File: src/rtl/and3_arbiter_if.sv
`default_nettype none
// ============================================================================
// Module   : and3_arbiter_if
// Brief    : Requester/consumer bundle for the shared 3-input AND arbiter.
// Revision : 1.0
// ============================================================================
interface and3_arbiter_if #(
    parameter int NREQ = 3,
    parameter int IDW  = $clog2(NREQ)
);
    logic [NREQ-1:0]   req;
    logic [3*NREQ-1:0] op;
    logic [NREQ-1:0]   gnt;
    logic              res_valid;
    logic              res_out;
    logic [IDW-1:0]    res_id;
    logic              res_ready;
    logic              busy;

    modport master (
        output req, op, res_ready,
        input  gnt, res_valid, res_out, res_id, busy
    );

    modport slave (
        input  req, op, res_ready,
        output gnt, res_valid, res_out, res_id, busy
    );
endinterface
`default_nettype wire

File: src/rtl/and3_arbiter.sv
`default_nettype none
// ============================================================================
// Module   : and3_arbiter
// Brief    : Round-robin arbiter sequencing NREQ requesters onto one a&b&c unit.
// Revision : 1.0
// ============================================================================
module and3_arbiter #(
    parameter int NREQ = 3,
    parameter int IDW  = $clog2(NREQ)
) (
    input  wire logic    clk,
    input  wire logic    rst,
    and3_arbiter_if.slave bus
);
    localparam logic [1:0] c_idle = 2'd0;
    localparam logic [1:0] c_eval = 2'd1;
    localparam logic [1:0] c_hold = 2'd2;

    logic [1:0]      r_state;
    logic [IDW-1:0]  r_ptr;
    logic [2:0]      r_opnd;
    logic [IDW-1:0]  r_win;
    logic [NREQ-1:0] r_gnt;
    logic            r_valid;
    logic            r_out;
    logic [IDW-1:0]  r_id;

    logic [NREQ-1:0] w_rot;
    logic [IDW-1:0]  w_off;
    logic [IDW:0]    w_sum;
    logic [IDW-1:0]  w_winner;
    logic [2:0]      w_opsel;
    logic [NREQ-1:0] w_gnt_oh;

    // Rotate requests so bit 0 is the requester at the pointer; the lowest
    // set bit of the rotated vector is then the round-robin winner offset.
    assign w_rot = NREQ'({bus.req, bus.req} >> r_ptr);

    always_comb begin
        w_off = '0;
        for (int i = NREQ - 1; i >= 0; i--) begin
            if (w_rot[i]) begin
                w_off = IDW'(i);
            end
        end
    end

    assign w_sum    = {1'b0, r_ptr} + {1'b0, w_off};
    assign w_winner = (w_sum >= (IDW+1)'(NREQ)) ? IDW'(w_sum - (IDW+1)'(NREQ))
                                                : IDW'(w_sum);
    assign w_gnt_oh = NREQ'(1) << w_winner;

    always_comb begin
        w_opsel = 3'b000;
        for (int j = 0; j < NREQ; j++) begin
            if (w_winner == IDW'(j)) begin
                w_opsel = bus.op[3*j +: 3];
            end
        end
    end

    always_ff @(posedge clk or posedge rst) begin
        if (rst) begin
            r_state <= c_idle;
            r_ptr   <= '0;
            r_opnd  <= '0;
            r_win   <= '0;
            r_gnt   <= '0;
            r_valid <= 1'b0;
            r_out   <= 1'b0;
            r_id    <= '0;
        end else begin
            r_gnt <= '0;
            case (r_state)
                c_idle: begin
                    if (|bus.req) begin
                        r_opnd  <= w_opsel;
                        r_win   <= w_winner;
                        r_gnt   <= w_gnt_oh;
                        r_state <= c_eval;
                    end
                end
                c_eval: begin
                    r_out   <= &r_opnd;
                    r_id    <= r_win;
                    r_valid <= 1'b1;
                    r_state <= c_hold;
                end
                c_hold: begin
                    if (bus.res_ready) begin
                        r_valid <= 1'b0;
                        r_ptr   <= (r_win == IDW'(NREQ - 1)) ? '0 : r_win + 1'b1;
                        r_state <= c_idle;
                    end
                end
                default: begin
                    r_state <= c_idle;
                end
            endcase
        end
    end

    assign bus.gnt       = r_gnt;
    assign bus.res_valid = r_valid;
    assign bus.res_out   = r_out;
    assign bus.res_id    = r_id;
    assign bus.busy      = (r_state != c_idle);
endmodule
`default_nettype wire
File: src/flat_wrapper.sv
// flat-port wrapper written by rule: the top's interface ports become plain ports
module and3_arbiter_flat 
#(
    parameter int NREQ = 3,
    parameter int IDW  = $clog2(NREQ)
)
  (clk, rst, bus_req, bus_op, bus_res_ready, bus_gnt, bus_res_valid, bus_res_out, bus_res_id, bus_busy);
  and3_arbiter_if #(.NREQ(NREQ), .IDW(IDW)) bus_i ();
  input  wire logic clk;
  input  wire logic rst;
  input wire logic [$bits(bus_i.req)-1:0] bus_req;
  input wire logic [$bits(bus_i.op)-1:0] bus_op;
  input wire logic [$bits(bus_i.res_ready)-1:0] bus_res_ready;
  output wire logic [$bits(bus_i.gnt)-1:0] bus_gnt;
  output wire logic [$bits(bus_i.res_valid)-1:0] bus_res_valid;
  output wire logic [$bits(bus_i.res_out)-1:0] bus_res_out;
  output wire logic [$bits(bus_i.res_id)-1:0] bus_res_id;
  output wire logic [$bits(bus_i.busy)-1:0] bus_busy;
  assign bus_i.req = bus_req;
  assign bus_i.op = bus_op;
  assign bus_i.res_ready = bus_res_ready;
  assign bus_gnt = bus_i.gnt;
  assign bus_res_valid = bus_i.res_valid;
  assign bus_res_out = bus_i.res_out;
  assign bus_res_id = bus_i.res_id;
  assign bus_busy = bus_i.busy;
  and3_arbiter #(.NREQ(NREQ), .IDW(IDW)) u_core (.clk(clk), .rst(rst), .bus(bus_i));
endmodule
File: config.mk
export PLATFORM = sky130hd
export DESIGN_NAME = and3_arbiter_flat
export DESIGN_NICKNAME = d
export VERILOG_FILES = /design/src/rtl/and3_arbiter_if.sv /design/src/rtl/and3_arbiter.sv /design/src/flat_wrapper.sv
export SDC_FILE = /design/constraint.sdc
export NUM_CORES = 1
export LEC_CHECK = 0
export CORE_MARGIN = 2
export CORE_UTILIZATION = 50
export DETAILED_ROUTE_END_ITERATION = 10
export PLACE_DENSITY = 0.79
export RECOVER_POWER = 100
export REMOVE_ABC_BUFFERS = 1
export SLEW_MARGIN = 30
export SYNTH_ARGS = -nofsm -noshare
export SYNTH_HDL_FRONTEND = slang
export SYNTH_SLANG_ARGS = --single-unit
File: constraint.sdc
create_clock -name clk -period 9.1 [get_ports clk]
set_input_delay 1.365 -clock clk [delete_from_list [all_inputs] [get_ports clk]]
set_output_delay 1.365 -clock clk [all_outputs]
set_load 0.01 [all_outputs]
* Word level (Yosys, flattened, before mapping)
Index checks and enable logic that the tools add are counted.
** Cells by class
- Shift-type cells :: 2
- Mux-type cells :: 15
- Equal/unequal tests :: 7
- Reductions and logical operators :: 10
- Order comparisons :: 1
- Add/subtract/negate cells :: 3
** Operators by type and width (count)
- 3-bit 2-to-1 mux :: 5
- 2-bit 2-to-1 mux :: 7
- 2-bit AND reduction :: 4
- 2-bit == test (second input constant) :: 3
- 2-bit one-hot mux with 3 select lines :: 1
- 6-bit by 2-bit >> shifter with 3-bit output :: 1
- 2-bit by 1-bit == test with 1-bit output (second input constant) :: 2
- 2-bit zero test :: 2
- 2-bit nonzero test :: 2
- 2-bit by 2-bit adder with 3-bit output :: 1
- 3-bit by 2-bit >= comparator with 1-bit output (second input constant) :: 1
- 3-bit AND reduction :: 1
- 3-bit OR reduction :: 1
- 1-bit by 2-bit << shifter with 3-bit output (first input constant) :: 1
- 2-bit by 1-bit adder with 2-bit output (second input constant) :: 1
- 2-bit by 1-bit != test with 1-bit output (second input constant) :: 1
- 2-bit != test (second input constant) :: 1
- 1-bit one-hot mux with 2 select lines :: 1
- 2-bit subtractor (second input constant) :: 1
- 1-bit 2-to-1 mux :: 1
** Word-level totals
- Input port bits :: 15
- Register bits after elaboration :: 16
- Output and inout bits :: 8
- Word-level logic and storage cells :: 46

* Logic depth before layout (Yosys ltp)
Gate-level depths: netlist of the first run.
- Depth after elaboration :: 11
- Depth in mapped cells :: 13
- Depth with buffers taken out :: 13

* Worst setup path before layout of the first run
Ideal clock, no wire load.
- Path type :: input -> register
- Start point :: in bus_req[2]
- End point :: reg u_core.r_opnd[0]
- Stages on the path :: 11
- Buffers on the path :: 0
- Required time :: 8.973 ns
- Setup time :: 0.127 ns
- Arrival :: 3.607 ns
- Path slack :: 5.365 ns
- Cells stage by stage :: inv_1 or4_1 a21oi_1 a31oi_1 fa_1 inv_1 ha_1 nand3b_1 mux2_2 a222oi_1 o21ai_1
** On the way
- Word-level cells in the longest chain between the ends :: 11
- Elaborated cells between the ends (all ways) :: 16
- Classes of those cells :: add/sub: 2; order compare: 1; eq/ne: 2; shift: 1; mux: 7; reduce/logical: 3
** RTL lines
- start, declared :: RTL line flat_wrapper.sv:11 : input wire logic [$bits(bus_i.req)-1:0] bus_req;
- 6-bit by 2-bit >> shifter with 3-bit output :: RTL line and3_arbiter.sv:37 : assign w_rot = NREQ'({bus.req, bus.req} >> r_ptr);
- 2-bit 2-to-1 mux (3 in series) :: RTL line and3_arbiter.sv:42 : if (w_rot[i]) begin
- 2-bit by 2-bit adder with 3-bit output :: RTL line and3_arbiter.sv:48 : assign w_sum = {1'b0, r_ptr} + {1'b0, w_off};
- 3-bit by 2-bit >= comparator with 1-bit output or 2-bit subtractor (tied branches) :: RTL line and3_arbiter.sv:49 : assign w_winner = (w_sum >= (IDW+1)'(NREQ)) ? IDW'(w_sum - (IDW+1)'(NREQ))
- 2-bit 2-to-1 mux :: RTL line and3_arbiter.sv:49
- 2-bit zero test :: RTL line and3_arbiter.sv:56 : if (w_winner == IDW'(j)) begin
- 3-bit 2-to-1 mux (3 in series) :: RTL line and3_arbiter.sv:56
- end signal, assigned :: RTL line and3_arbiter.sv:77 : r_opnd <= w_opsel;
- end, declared :: RTL line and3_arbiter.sv:21 : logic [2:0] r_opnd;
Several ways; a longest one is shown, not always the timed one.
A chain may end at the register's enable or synchronous reset.

* Final worst setup path of the first run
- Start point :: in bus_req[2]
- End point :: reg u_core.r_opnd[2]
Same word-level chain as after synthesis.

==> results of run 1 <==
[power breakdown]
part	total, mW	leakage, nW	internal (mW)	switching (mW)
registers	0.124	0.202	0.102	0.0218
clock network	0.0373	0.0138	0.0154	0.0219
logic	0.262	0.295	0.124	0.138
total	0.423	0.510	0.242	0.182
[layer usage]
layer / vias up / part of all wire [%] / global-route usage [%]
met4: 0 / 1.7 / 8.571
met1: 335 / 46 / 24.68
li1: 358 / - / -
met5: - / 0 / 0
met2: 10 / 49 / 30.14
met3: 5 / 3.3 / 3.968
[registers in the layout (all words and copies together), names as in the netlist]
register,flops
u_core.bus.gnt,3
u_core.r_opnd,3
u_core.bus.res_id,2
u_core.r_ptr,2
u_core.r_state,2
u_core.r_win,2
u_core.bus.res_out,1
u_core.bus.res_valid,1
[kinds of logic (layout without fill, tap and decap cells)]
kind of cell	Yosys count	count (layout)	synth area share [%]
mux	4	4	5.029
buf+inv	10	33	5.604
simple gates	33	33	21.26
compound gates	22	22	16.95
flops	16	16	45.98
fa+ha+maj	3	3	5.172
[worst max-delay path: stages]
cell,delay (ps)
dlygate4sd3_1,630
inv_1,90
or4_1,470
a21oi_1,150
a31oi_1,70
fa_1,570
inv_1,50
ha_1,200
nand3b_1,190
mux2_1,380
a222oi_1,260
o21ai_0,110
[area by class of cell]
cell class | instances | area, sq um | area share, %
multi-input cells | 62 | 421.7 | 37.70
well taps | 17 | 21.27 | 1.902
inverters | 8 | 32.53 | 2.908
flip-flops and latches | 16 | 400.4 | 35.79
repair buffers | 22 | 220.2 | 19.69
clock buffers | 3 | 22.52 | 2.013
[cells in the final DEF (no fill, tap or decap), drive strengths merged, types with 2 or more instances in the layout]
| master | netlist | final |
|---|---|---|
| nor2 | 4 | 4 |
| and3b | 2 | 2 |
| clkbuf | 0 | 3 |
| nand2 | 9 | 9 |
| a21oi | 3 | 3 |
| and3 | 2 | 2 |
| nand3b | 2 | 2 |
| nor3 | 2 | 2 |
| a211oi | 2 | 2 |
| dlygate4sd3 | 0 | 11 |
| clkdlybuf4s50 | 0 | 11 |
| nor2b | 2 | 2 |
| ha | 2 | 2 |
| or2 | 2 | 2 |
| mux2 | 3 | 3 |
| dfrtp | 16 | 16 |
| nor3b | 2 | 2 |
| nand2b | 4 | 4 |
| inv | 8 | 8 |
| a222oi | 3 | 3 |
| o21ai | 9 | 9 |
[worst max-delay path by stage]
stage	to	slack [ps]	cells after the start
after global routing	u_core.r_opnd[1]$_DFFE_PP0P_	4550	12
after global placement	u_core.r_opnd[1]$_DFFE_PP0P_	4670	12
final	u_core.r_opnd[2]$_DFFE_PP0P_	4720	12
after CTS	u_core.r_opnd[0]$_DFFE_PP0P_	4850	12
after detailed placement	u_core.r_opnd[0]$_DFFE_PP0P_	4550	12
after floorplan	u_core.r_opnd[0]$_DFFE_PP0P_	5360	11
[cells in the mapped netlist (3+ instances only)]
library cell and count:
a21oi_1 3, a222oi_1 3, dfrtp_1 16, inv_1 7, mux2_2 3, nand2_1 9, nand2b_1 4, nor2_1 4
o21ai_0 6, o21ai_1 3
[per-stage QoR]
stage	instances	cell area [sq um]	worst slack, ps	power, mW
6_report	128	1119	4715	0.4231
3_5_place_dp	125	1096	4555	0.3954
5_1_grt	128	1119	4553	0.4639
2_1_floorplan	86	854.6	5359	0.3199
3_3_place_gp	125	1096	4666	0.3863
4_1_cts	128	1119	4855	0.4348
==> summary.txt, run 1 <==
Outcome: complete, no violations
Unrepaired setup endpoints after global routing: false
Vias in the first global route: 681
Cell Pwr Density: 378.3 nW/um^2
Worst Max-Slew Pin Slew: 594.9 ps
Pin count of the biggest net entering global routing: 17
HPWL after DPL: 1.315 mm
First-pass DRT Iterations: 6
Asr flop ratio synth: 100.0%
Skew final: 2.792 ps
Dominant synthesized flop cell: dfrtp_1
Distinct cells, synth: 33
Post-synth top area share: 45.98%
GP Congestion: 0.6934
IO buf count: 22
CP arrival: 4540 ps
Filler cell count: 134
Post-CTS Hold Buffers: 0
Syn Std Cell Area: 870.8 sq um
I/O Pins: 23
Core area: 1689 sq um
Clk pin slew, worst setup/hold paths: 80 ps
Clock sinks: 16
GRT Total Usage: 18.91%
CTS Buffer Depth: 2
CTS tree: done
# nets final: 131
P_leak: 0.5102 nW
Fmax achieved: 228.1 MHz
Starting Density: 51.56%
Layout cell share with drive strength beyond 1: 7.207%
Flops & latches, synth: 16
Final worst-path cycle share: 48.18%
Grt ovf: 0
Root Driver: clkbuf_4
Setup repair bufs after CTS: 0
Vias per std cell: 5.531
Gate count after technology mapping: 88
PostCTS Resize Cnt: 0
Final Critical Period: 4385 ps
Leading area contributor after synthesis: dfrtp_1
Largest fanout on the critical path: 5
Final WL: 1.712 mm
Clock H-tree levels: 1
Initial antenna violation count: 0
Hold Path Origin: u_core.r_opnd[2]$_DFFE_PP0P_
Initial DRC Count: 15
CTS Buf Count: 3
Die height: 45.74 um
Area Growth Syn to Fin: 28.45%
Sequential area share after synthesis: 45.98%
First-pass GRT wire length: 2.829 mm
Die area: 2092 sq um
Final setup fails: 0
Final Hold Fails: 0
WHS Endpoint: u_core.r_opnd[2]$_DFFE_PP0P_
Fin. max-slew vios: 0
Max Cap Violations: 0
Post-DRT Antenna Nets: 0
Setup_tns: 0 ps
Critical Path End Type: flip-flop
Final Util: 66.22%
Final hold slack: 486.5 ps
Critical Path Start Type: primary input
Row cnt: 15
Post-synth EDFFs: 0
Drt drc: 0
Worst vdd ir: 0.2165 mV
Clock Latency Late Sink: 290 ps
Min-delay worst type: flip-flop to flip-flop
Crit path from: bus_req[2]
ANT cells: 0
WP data required: 9260 ps
Mean Syn Cell Area: 9.896 sq um
Hold Crit Depth: 2
WL/cell: 13.38 um
Worst reg2reg path depth: 10
Die Span X: 45.74 um
Max_slew headroom: 60.30%
Vias: 708
Register-to-register setup slack: 5960 ps
R2R Path Start: u_core.r_ptr[1]$_DFFE_PP0P_
Top cells by area, synth: dfrtp_1 46%, nand2_1 3.9%, mux2_2 3.9%, a222oi_1 3.4%, o21ai_0 3.4%
Setup CP Type: primary input to flip-flop
Yosys Warn Count: 0
R2r endpoint: u_core.r_opnd[2]$_DFFE_PP0P_
(Power assumes the default switching activity.)
==> run 2, diff against run 1 <==
--- a/config.mk
+++ b/config.mk
@@ -6,9 +6,9 @@
 export NUM_CORES = 1
 export LEC_CHECK = 0
 export CORE_MARGIN = 2
-export CORE_UTILIZATION = 50
+export CORE_UTILIZATION = 47
 export DETAILED_ROUTE_END_ITERATION = 10
-export PLACE_DENSITY = 0.79
+export PLACE_DENSITY = 0.75
 export RECOVER_POWER = 100
 export REMOVE_ABC_BUFFERS = 1
 export SLEW_MARGIN = 30
==> constraint.sdc (replaced) <==
create_clock -name clk -period 4.35 [get_ports clk]
set_input_delay 0.6525 -clock clk [delete_from_list [all_inputs] [get_ports clk]]
set_output_delay 0.6525 -clock clk [all_outputs]
set_load 0.01 [all_outputs]
==> run 2 against run 1 <==
Net effect: highest routed layer unchanged; critical path depth is the same; largest power group unchanged; via count shrank 1.7%; register-to-register slack lost 4800 ps; first-iteration DRC count grew 27%; utilization shrank 0.86 points; hold slack is essentially flat; combinational power grew 110%; critical path type unchanged; non-clock buffer count is the same; flip-flop and latch count is the same; die area grew 5.8%; sequential share of layout area shrank 0.32 points; sequential power grew 110%; critical endpoint unchanged.
==> summary.txt, run 2 (same netlist as run 1, synthesis figures left out) <==
Outcome: complete, no violations
Crit path from: bus_req[2]
WP data required: 4480 ps
Die area: 2213 sq um
Fmax achieved: 266.9 MHz
Starting Density: 50.43%
Vias: 696
IO buf count: 22
Setup repair bufs after CTS: 0
WL/cell: 12.29 um
GRT Total Usage: 18.24%
Final setup fails: 0
I/O Pins: 23
Most frequent cells in the layout: 16 x dfrtp_1, 11 x clkdlybuf4s50_1, 11 x dlygate4sd3_1, 9 x nand2_1, 8 x o21ai_0
Layout cell share with drive strength beyond 1: 7.207%
Drt drc: 0
Register-to-register setup slack: 1150 ps
Combinational share of power: 62.1%
Final Critical Period: 3746 ps
GP Congestion: 0.6787
PostCTS Resize Cnt: 0
R2r endpoint: u_core.r_opnd[2]$_DFFE_PP0P_
Critical Path Start Type: primary input
P_leak: 0.5102 nW
First-pass GRT wire length: 2.753 mm
Post-DP Area: 1106 sq um
Final non-filler cell total: 136
Clk pin slew, worst setup/hold paths: 80 ps
Clock sinks: 16
Internal Power: 0.5053 mW
Clock power frac: 8.6%
Initial antenna violation count: 0
Vias per std cell: 5.118
Sw power: 0.3718 mW
R2R Path Start: u_core.r_ptr[1]$_DFFE_PP0P_
Commonest non-fill, non-tap cell in the layout: dfrtp_1
CTS tree: done
First-pass DRT Iterations: 4
Initial DRC Count: 19
Post-DRT Antenna Nets: 0
Switching Fraction: 42.39%
Max_slew headroom: 60.22%
Die height: 47.05 um
Layout Cell Area excl Fill: 1129 sq um
Worst Max-Slew Pin Slew: 590.5 ps
CP arrival: 3880 ps
Max Cap Violations: 0
Pin count of the biggest net entering global routing: 17
Grt ovf: 0
Setup CP Type: primary input to flip-flop
Fin. max-slew vios: 0
Clock H-tree levels: 1
CP endpoint: u_core.r_opnd[2]$_DFFE_PP0P_
CTS Buffer Depth: 2
Min-delay worst type: flip-flop to flip-flop
Clock Latency Late Sink: 280 ps
Placed cell count: 133
Largest fanout on the critical path: 5
Setup_tns: 0 ps
Unrepaired setup endpoints after global routing: false
Cell Pwr Density: 777.1 nW/um^2
ANT cells: 0
Root Driver: clkbuf_4
Critical Path End Type: flip-flop
Final worst-path cycle share: 86.12%
Setup WS pre-CTS: 472.8 ps
Worst vdd ir: 0.4045 mV
Row cnt: 15
Register share of total power: 29.4%
CTS Buf Count: 3
Setup ws final: 603.6 ps
Skew final: 5.179 ps
Post-CTS Hold Buffers: 0
HPWL after DPL: 1.359 mm
Die Span X: 47.05 um
Final Hold Fails: 0
# nets final: 131
Worst reg2reg path depth: 10
Vias in the first global route: 670
Final WL: 1.672 mm
Area Growth Syn to Fin: 29.60%
Core area: 1727 sq um
run 2: cell type report:
cell class / instances / area [sq um]
Sequential cell: 16 / 400.4
Inverter: 8 / 32.53
Fill cell: 151 / 598.1
Multi-Input combinational cell: 62 / 421.7
Timing Repair Buffer: 22 / 220.2
Clock buffer: 3 / 22.52
Tap cell: 25 / 31.28
run 2: worst min path at each step:
stage | from | to | slack, ps | depth (start not counted)
6_report | u_core.bus.res_out$_DFFE_PP0P_ | u_core.bus.res_out$_DFFE_PP0P_ | 490 | 2
5_1_grt | u_core.r_opnd[0]$_DFFE_PP0P_ | u_core.r_opnd[0]$_DFFE_PP0P_ | 520 | 2
4_1_cts | u_core.bus.res_out$_DFFE_PP0P_ | u_core.bus.res_out$_DFFE_PP0P_ | 500 | 2
3_5_place_dp | u_core.bus.res_out$_DFFE_PP0P_ | u_core.bus.res_out$_DFFE_PP0P_ | 480 | 2
3_3_place_gp | u_core.bus.res_out$_DFFE_PP0P_ | u_core.bus.res_out$_DFFE_PP0P_ | 470 | 2
2_1_floorplan | u_core.r_opnd[0]$_DFFE_PP0P_ | u_core.r_opnd[0]$_DFFE_PP0P_ | 460 | 2
run 2: routing by layer:
metal | vias up | part of all wire (%) | global-route usage (%)
met5 | - | 0 | 0
met4 | 0 | 0.54 | 10.00
met3 | 2 | 4.0 | 4.615
met2 | 11 | 50 | 28.77
met1 | 326 | 45 | 22.96
li1 | 357 | - | -
run 2: power by group through the flow:
stage,Clock (mW),Combinational (mW),Sequential [mW]
2_1_floorplan,0,0.408,0.262
3_3_place_gp,0,0.549,0.258
3_5_place_dp,0,0.564,0.263
4_1_cts,0.0788,0.567,0.260
5_1_grt,0.0848,0.622,0.267
6_report,0.0750,0.544,0.258
run 2: stage by stage:
stage | hold slack, ps | utilization, % | power [mW]
2_1_floorplan | 455.2 | - | 0.6693
3_3_place_gp | 470.8 | 64.06 | 0.8071
3_5_place_dp | 479.4 | 64.06 | 0.8269
4_1_cts | 499.1 | 65.36 | 0.9058
5_1_grt | 518.5 | 65.36 | 0.9743
6_report | 486.8 | 65.36 | 0.8771
run 2: critical path, cell delays in order:
cell and delay (ps):
dlygate4sd3_1 610, inv_1 90, or4_1 470, a21oi_1 170, a31oi_1 80, fa_1 570, inv_1 60, ha_1 210
nand3b_1 190, mux2_1 370, a222oi_1 270, o21ai_0 140
